===== src/rtl/lcd_pkg.sv =====
// lcd_pkg: shared types, init ROM and helpers for the HD44780-style LCD controller.
package lcd_pkg;
    typedef enum logic [2:0] {PWRUP, INIT_LOAD, IDLE, SETUP, PULSE, HOLD, WAIT} lcd_state_e;

    typedef struct packed {
        logic       rs;
        logic [7:0] data;
    } lcd_entry_t;

    localparam int INIT_LEN = 4;
    localparam logic [7:0] INIT_ROM [INIT_LEN] = '{8'h38, 8'h0C, 8'h01, 8'h06};
    localparam logic [7:0] LCD_CMD_CLR  = 8'h01;
    localparam logic [7:0] LCD_CMD_HOME = 8'h02;

    // clear and home (0x02/0x03) need the long post-access wait
    function automatic logic is_slow(lcd_entry_t e);
        return !e.rs && (e.data == LCD_CMD_CLR || e.data[7:1] == LCD_CMD_HOME[7:1]);
    endfunction

    function automatic int max2(int a, int b);
        return (a > b) ? a : b;
    endfunction
endpackage


===== src/rtl/sync_fifo.sv =====
// sync_fifo: single-clock FIFO; pushes while full and pops while empty are ignored.
module sync_fifo #(
    parameter int WIDTH = 9,
    parameter int DEPTH = 8
) (
    input  logic                     clk_i,
    input  logic                     rst_ni,
    input  logic                     push_i,
    input  logic                     pop_i,
    input  logic [WIDTH-1:0]         data_i,
    output logic [WIDTH-1:0]         data_o,
    output logic                     full_o,
    output logic                     empty_o,
    output logic [$clog2(DEPTH):0]   level_o
);
    localparam int AW = $clog2(DEPTH);
    localparam int LW = AW + 1;

    logic [WIDTH-1:0] mem_q [DEPTH];
    logic [AW-1:0]    wptr_q, rptr_q;
    logic [LW-1:0]    level_q;
    logic             do_push, do_pop;

    assign full_o  = level_q == LW'(DEPTH);
    assign empty_o = level_q == '0;
    assign level_o = level_q;
    assign data_o  = mem_q[rptr_q];
    assign do_push = push_i && !full_o;
    assign do_pop  = pop_i && !empty_o;

    always_ff @(posedge clk_i or negedge rst_ni) begin
        if (!rst_ni) begin
            wptr_q  <= '0;
            rptr_q  <= '0;
            level_q <= '0;
        end else begin
            wptr_q  <= do_push ? wptr_q + AW'(1) : wptr_q;
            rptr_q  <= do_pop ? rptr_q + AW'(1) : rptr_q;
            level_q <= level_q + LW'(do_push) - LW'(do_pop);
        end
    end

    always_ff @(posedge clk_i) begin
        if (do_push) mem_q[wptr_q] <= data_i;
    end
endmodule


===== src/rtl/lcd_ctrl.sv =====
// lcd_ctrl: character-LCD write controller; FIFO-fed {rs, byte} accesses with
// hardware SETUP/PULSE/HOLD/WAIT timing and an optional power-on init sequence.
module lcd_ctrl
    import lcd_pkg::*;
#(
    parameter int FIFO_DEPTH  = 8,
    parameter int T_PWRUP_CYC = 405000,
    parameter int T_SETUP_CYC = 2,
    parameter int T_EN_CYC    = 13,
    parameter int T_HOLD_CYC  = 2,
    parameter int T_CMD_CYC   = 1080,
    parameter int T_CLR_CYC   = 44280,
    parameter int INIT_EN     = 1
) (
    input  logic                          clk_i,
    input  logic                          rst_ni,
    input  logic                          wr_valid_i,
    output logic                          wr_ready_o,
    input  logic                          wr_rs_i,
    input  logic [7:0]                    wr_data_i,
    output logic                          busy_o,
    output logic [$clog2(FIFO_DEPTH):0]   fifo_level_o,
    output logic                          done_o,
    output logic                          init_done_o,
    output logic                          lcd_on_o,
    output logic                          lcd_en_o,
    output logic                          lcd_rs_o,
    output logic                          lcd_rw_o,
    output logic [7:0]                    lcd_data_o
);
    localparam int T_MAX = max2(max2(max2(T_PWRUP_CYC, T_SETUP_CYC), max2(T_EN_CYC, T_HOLD_CYC)),
                                max2(T_CMD_CYC, T_CLR_CYC));
    localparam int CW = $clog2(T_MAX) + 1;
    localparam int IW = $clog2(INIT_LEN);

    lcd_state_e     state_q, state_d;
    logic [CW-1:0]  cnt_q, cnt_d;
    logic [IW-1:0]  idx_q, idx_d;
    lcd_entry_t     ent_q, ent_d, head, wr_ent;
    logic           en_q, en_d, on_q, init_done_q, init_done_d;
    logic           pop, full, empty, cnt_zero;

    assign wr_ent = '{rs: wr_rs_i, data: wr_data_i};

    sync_fifo #(.WIDTH($bits(lcd_entry_t)), .DEPTH(FIFO_DEPTH)) u_fifo (
        .clk_i   (clk_i),
        .rst_ni  (rst_ni),
        .push_i  (wr_valid_i),
        .pop_i   (pop),
        .data_i  (wr_ent),
        .data_o  (head),
        .full_o  (full),
        .empty_o (empty),
        .level_o (fifo_level_o)
    );

    assign cnt_zero    = cnt_q == '0;
    assign wr_ready_o  = !full;
    assign busy_o      = !(state_q == IDLE && empty);
    assign done_o      = state_q == WAIT && cnt_zero;
    assign init_done_o = init_done_q;
    assign lcd_on_o    = on_q;
    assign lcd_en_o    = en_q;
    assign lcd_rs_o    = ent_q.rs;
    assign lcd_rw_o    = 1'b0;
    assign lcd_data_o  = ent_q.data;

    always_comb begin
        state_d     = state_q;
        cnt_d       = cnt_zero ? cnt_q : cnt_q - CW'(1);
        idx_d       = idx_q;
        ent_d       = ent_q;
        en_d        = en_q;
        init_done_d = init_done_q;
        pop         = 1'b0;
        case (state_q)
            PWRUP: begin
                // the first cycle out of reset loads the counter, so the exit lands T_PWRUP_CYC edges after release
                if (!on_q) begin
                    cnt_d = CW'(T_PWRUP_CYC - 2);
                end else if (cnt_zero) begin
                    state_d     = (INIT_EN != 0) ? INIT_LOAD : IDLE;
                    init_done_d = (INIT_EN == 0);
                end
            end
            INIT_LOAD: begin
                ent_d   = '{rs: 1'b0, data: INIT_ROM[idx_q]};
                state_d = SETUP;
                cnt_d   = CW'(T_SETUP_CYC - 1);
            end
            IDLE: begin
                if (!empty) begin
                    pop     = 1'b1;
                    ent_d   = head;
                    state_d = SETUP;
                    cnt_d   = CW'(T_SETUP_CYC - 1);
                end
            end
            SETUP: begin
                if (cnt_zero) begin
                    state_d = PULSE;
                    en_d    = 1'b1;
                    cnt_d   = CW'(T_EN_CYC - 1);
                end
            end
            PULSE: begin
                if (cnt_zero) begin
                    state_d = HOLD;
                    en_d    = 1'b0;
                    cnt_d   = CW'(T_HOLD_CYC - 1);
                end
            end
            HOLD: begin
                if (cnt_zero) begin
                    state_d = WAIT;
                    cnt_d   = is_slow(ent_q) ? CW'(T_CLR_CYC - 1) : CW'(T_CMD_CYC - 1);
                end
            end
            WAIT: begin
                if (cnt_zero) begin
                    if (init_done_q || idx_q == IW'(INIT_LEN - 1)) begin
                        state_d     = IDLE;
                        init_done_d = 1'b1;
                    end else begin
                        state_d = INIT_LOAD;
                        idx_d   = idx_q + IW'(1);
                    end
                end
            end
            default: state_d = PWRUP;
        endcase
    end

    always_ff @(posedge clk_i or negedge rst_ni) begin
        if (!rst_ni) begin
            state_q     <= PWRUP;
            cnt_q       <= '0;
            idx_q       <= '0;
            ent_q       <= '0;
            en_q        <= 1'b0;
            on_q        <= 1'b0;
            init_done_q <= 1'b0;
        end else begin
            state_q     <= state_d;
            cnt_q       <= cnt_d;
            idx_q       <= idx_d;
            ent_q       <= ent_d;
            en_q        <= en_d;
            on_q        <= 1'b1;
            init_done_q <= init_done_d;
        end
    end
endmodule


===== config.mk =====
export PLATFORM = sky130hd
export DESIGN_NAME = lcd_ctrl
export DESIGN_NICKNAME = d
export VERILOG_FILES = /design/src/rtl/lcd_pkg.sv /design/src/rtl/sync_fifo.sv /design/src/rtl/lcd_ctrl.sv
export SDC_FILE = /design/constraint.sdc
export NUM_CORES = 1
export LEC_CHECK = 0
export ABC_AREA = 1
export BUFFER_PORTS_ARGS = -buffer_cell sky130_fd_sc_hd__buf_2
export CAP_MARGIN = 15
export CORE_ASPECT_RATIO = 1.25
export CORE_MARGIN = 4
export CORE_UTILIZATION = 60
export DETAILED_ROUTE_END_ITERATION = 6
export PLACE_DENSITY = 0.79
export SYNTH_ARGS = -nofsm -noshare
export SYNTH_HDL_FRONTEND = slang
export SYNTH_SLANG_ARGS = --single-unit

===== constraint.sdc =====
create_clock -name clk_i -period 2.6 [get_ports clk_i]
set_input_delay 0.13 -clock clk_i [delete_from_list [all_inputs] [get_ports clk_i]]
set_output_delay 0.13 -clock clk_i [all_outputs]
set_load 0.02 [all_outputs]

==> out/qor.json <==
{
  "leakage_power_summed_over_all_cells": {"value": 2.92, "unit": "nW"},
  "clock_skews": {"value": 5.02, "unit": "ps"},
  "detailroute.via_count": {"value": 4486},
  "num-fill-cells": {"value": 650},
  "max_cap_viol_count": {"value": 0},
  "drt_pre_antenna_iters": {"value": 5},
  "postCtsSetupRepairBufs": {"value": 0},
  "reg_to_reg_setup_timing_slack": {"value": 250, "unit": "ps"},
  "grt_overflow": {"value": 0},
  "synth_sequential_area_ratio": {"value": 0.575},
  "coreArea": {"value": 9270, "unit": "sq um"},
  "multi_input_area": {"value": 2160, "unit": "sq um"},
  "power_density": {"value": 1290, "unit": "nW/um^2"},
  "clock_tree.root_cell": {"value": "sky130_fd_sc_hd__clkbuf_16"},
  "final_util": {"value": 0.733},
  "final.min_clock_period": {"value": 2380, "unit": "ps"},
  "comb_power_share": {"value": 0.413},
  "max_slew_margin": {"value": 0.296},
  "first_pass_grt_wire_length": {"value": 21.7, "unit": "mm"},
  "die_width": {"value": 96.0, "unit": "um"},
  "worstSetupPathType": {"value": "flip-flop to primary output"},
  "seq_area": {"value": 3340, "unit": "sq um"},
  "synth_largest_area_cell": {"value": "sky130_fd_sc_hd__edfxtp_1"},
  "setup_viol": {"value": 0},
  "synthesis.area": {"value": 5800, "unit": "sq um"},
  "overall_routing_resource_usage": {"value": 0.254},
  "path_clk_slew": {"value": 60, "unit": "ps"},
  "antenna_found_initial": {"value": 0},
  "ant_nets": {"value": 0},
  "hold_path.class": {"value": "primary input to flip-flop"},
  "intPower": {"value": 5.06, "unit": "mW"},
  "critical_path_arrival": {"value": 2250, "unit": "ps"},
  "number_of_synthesized_flops_with_an_enable_pin": {"value": 72},
  "pwr-share-seq": {"value": 0.327},
  "syn-num-nets": {"value": 627},
  "max-vdd-ir-drop": {"value": 1.02, "unit": "mV"},
  "async_flop_share": {"value": 0.395},
  "htreeDepth": {"value": 4},
  "area_overhead_of_the_layout_relative_to_synthesis": {"value": 17.1, "unit": "%"},
  "finalHoldViolCount": {"value": 0},
  "ys_top_cells_by_area": {"value": "sky130_fd_sc_hd__edfxtp_1 (37%), sky130_fd_sc_hd__dfrtp_1 (20%), sky130_fd_sc_hd__nor2_1 (7.1%)"},
  "row_count": {"value": 39},
  "nNetsFinal": {"value": 681},
  "outcome": {"value": "finished clean"},
  "period_utilization_post_route": {"value": 0.915},
  "ys_ff_latch": {"value": 119},
  "initial_utilization": {"value": 0.626},
  "detail_route.wirelength": {"value": 13.3, "unit": "mm"},
  "worst_setup_path_start_kind": {"value": "flip-flop"},
  "netlist-cell-type-count": {"value": 41},
  "antennaDiodeCount": {"value": 0},
  "area_enclosed_by_the_die_boundary": {"value": 11300, "unit": "sq um"},
  "timing_max_transition_violations_final": {"value": 0},
  "wl_per_cell": {"value": 16.8, "unit": "um"},
  "grt_start_max_net_pins": {"value": 48},
  "synth_ff_type": {"value": "sky130_fd_sc_hd__edfxtp_1"},
  "required": {"value": 2470, "unit": "ps"},
  "drc_violations_left": {"value": 0},
  "via_count_of_the_first_global_routing_pass": {"value": 4535},
  "drive_above_1_share": {"value": 0.168},
  "dp.final_hpwl": {"value": 9.13, "unit": "mm"},
  "p_sw": {"value": 3.72, "unit": "mW"},
  "switching_share": {"value": 0.424},
  "clk_latency": {"value": 420, "unit": "ps"},
  "cts_tree": {"value": "built"},
  "cts-buffers-inserted": {"value": 17},
  "clock_share_of_power": {"value": 0.259},
  "number_of_buffer_cells_added_on_primary_ports": {"value": 30},
  "syn_area_cell": {"value": 9.69, "unit": "sq um"},
  "worstMarginPinSlew": {"value": 1060, "unit": "ps"},
  "rsz0062_at_grt": {"value": "no"},
  "tns": {"value": 0, "unit": "ps"},
  "clock_sinks": {"value": 119},
  "finalWeightedCongestion": {"value": 0.949},
  "floorplan_die_height": {"value": 118, "unit": "um"},
  "avgViaCountPerCell": {"value": 5.69},
  "setup.worst_path.end_class": {"value": "primary output"},
  "cell_count_after_synthesis": {"value": 599},
  "drt-initial-drc-count": {"value": 290},
  "synthesis.yosys.warnings": {"value": 0},
  "yosysTopAreaCellShare": {"value": 0.373},
  "max-clock-path-buffers": {"value": 2},
  "critPathMaxFanout": {"value": 19},
  "boundaryPins": {"value": 32},
  "max_clock_freq": {"value": 420, "unit": "MHz"}
}
cell type report:
class                   instances  share of cell area
flip-flops and latches        119               0.491
clock inverters                15              0.0236
well taps                     123              0.0226
inverters                      59              0.0326
multi-input cells             405               0.318
clock buffers                  17              0.0626
repair buffers                 51              0.0490
worst max-delay path: stages, from the launching register on:
cell,delay [ps]
sky130_fd_sc_hd__dfrtp_1,390
sky130_fd_sc_hd__inv_1,140
sky130_fd_sc_hd__ha_1,220
sky130_fd_sc_hd__nand2_1,70
sky130_fd_sc_hd__nor2_1,190
sky130_fd_sc_hd__nand3_4,290
sky130_fd_sc_hd__nor2_1,300
sky130_fd_sc_hd__buf_2,220
cells by family (layout without fill, tap and decap cells):
kind of cell / count (synthesis) / count (layout) / synth area share
buffers and inverters: 75 / 142 / 0.0517
adder cells (fa/ha/maj): 16 / 16 / 0.0358
AO/OA/AOI/OAI: 103 / 103 / 0.105
XOR/XNOR: 16 / 16 / 0.0241
flip-flops: 119 / 119 / 0.575
other: 2 / 2 / 0.00129
AND/OR/NAND/NOR: 268 / 268 / 0.207
layout by cell type, fill, tap and decap left out, drive strengths merged, types with 17 or more instances in the layout:
master and n:
dfrtp 47, nand3 44, a21oi 22, o21ai 54, inv 65, buf 41, edfxtp 72, clkbuf 17
nor2 124, nand2 87
final timing paths:
| kind | startpoint | end | cells past startpoint |
|---|---|---|---|
| setup reg to reg | state_q[2] | u_fifo.level_o[2] | 9 |
| setup / recovery | cnt_q[0] | done_o | 7 |
| max in group asynchronous | rst_ni | cnt_q[15] | 2 |
| hold / removal | wr_valid_i | u_fifo.wptr_q[0] | 4 |
| min in group asynchronous | rst_ni | lcd_on_o | 2 |
| hold reg to reg | lcd_en_o | lcd_en_o | 2 |
routing by layer:
layer | wire length, um | vias up | track usage | part of all wire
met4 | 401 | 0 | 0.105 | 0.030
met2 | 7280 | 150 | 0.440 | 0.55
met1 | 4970 | 2158 | 0.288 | 0.37
met3 | 651 | 42 | 0.0697 | 0.049
met5 | 0 | - | 0 | 0
li1 | - | 2136 | - | -
through the flow:
step           setup WS, ps  hold WS [ps]  power, mW  cells  instance area (sq um)
6_report                220          24.7       8.78    789                   6800
5_1_grt                 107          54.6       9.40    789                   6800
4_1_cts                 250          21.9       8.79    789                   6800
3_5_place_dp            297           374       6.46    747                   6110
3_3_place_gp            396           361       6.30    747                   6110
2_1_floorplan           356          -166       5.48    599                   5800
registers in the layout, summed over array words and instances, names as in the netlist:
| signal | flops |
|---|---|
| u_fifo.mem_q | 72 |
| cnt_q | 20 |
| lcd_data_o | 8 |
| u_fifo.level_o | 4 |
| state_q | 3 |
| u_fifo.rptr_q | 3 |
| u_fifo.wptr_q | 3 |
| idx_q | 2 |
| init_done_o | 1 |
| lcd_en_o | 1 |
| lcd_on_o | 1 |
| lcd_rs_o | 1 |
cells in the mapped netlist (4+ instances only):
library cell and n:
sky130_fd_sc_hd__ha_1 15, sky130_fd_sc_hd__nor2_2 10, sky130_fd_sc_hd__o221ai_1 8, sky130_fd_sc_hd__nor2_4 5
sky130_fd_sc_hd__nor2_1 109, sky130_fd_sc_hd__clkbuf_1 8, sky130_fd_sc_hd__a21oi_1 20, sky130_fd_sc_hd__o21ai_0 52
sky130_fd_sc_hd__nand3_1 42, sky130_fd_sc_hd__buf_2 6, sky130_fd_sc_hd__nand2_1 80, sky130_fd_sc_hd__o22ai_1 4
sky130_fd_sc_hd__inv_1 48, sky130_fd_sc_hd__edfxtp_1 72, sky130_fd_sc_hd__xor2_1 13, sky130_fd_sc_hd__inv_2 9
sky130_fd_sc_hd__o211ai_1 10, sky130_fd_sc_hd__dfrtp_1 47, sky130_fd_sc_hd__nand2_2 5
power groups by stage:
stage / clock network, mW / registers [mW] / logic (mW)
6_report: 2.28 / 2.87 / 3.63
5_1_grt: 2.41 / 2.93 / 4.06
4_1_cts: 2.31 / 2.87 / 3.61
3_5_place_dp: 0 / 2.90 / 3.56
3_3_place_gp: 0 / 2.87 / 3.42
2_1_floorplan: 0 / 2.86 / 2.62
what timing repair did:
| item | CTS | global route |
|---|---|---|
| hold endpoints to repair | 119 | 0 |
| hold buffers | 10 | 0 |
| endpoints found under the setup margin | 0 | 0 |
| gates resized for setup | 0 | 0 |
(Power assumes the default switching activity.)
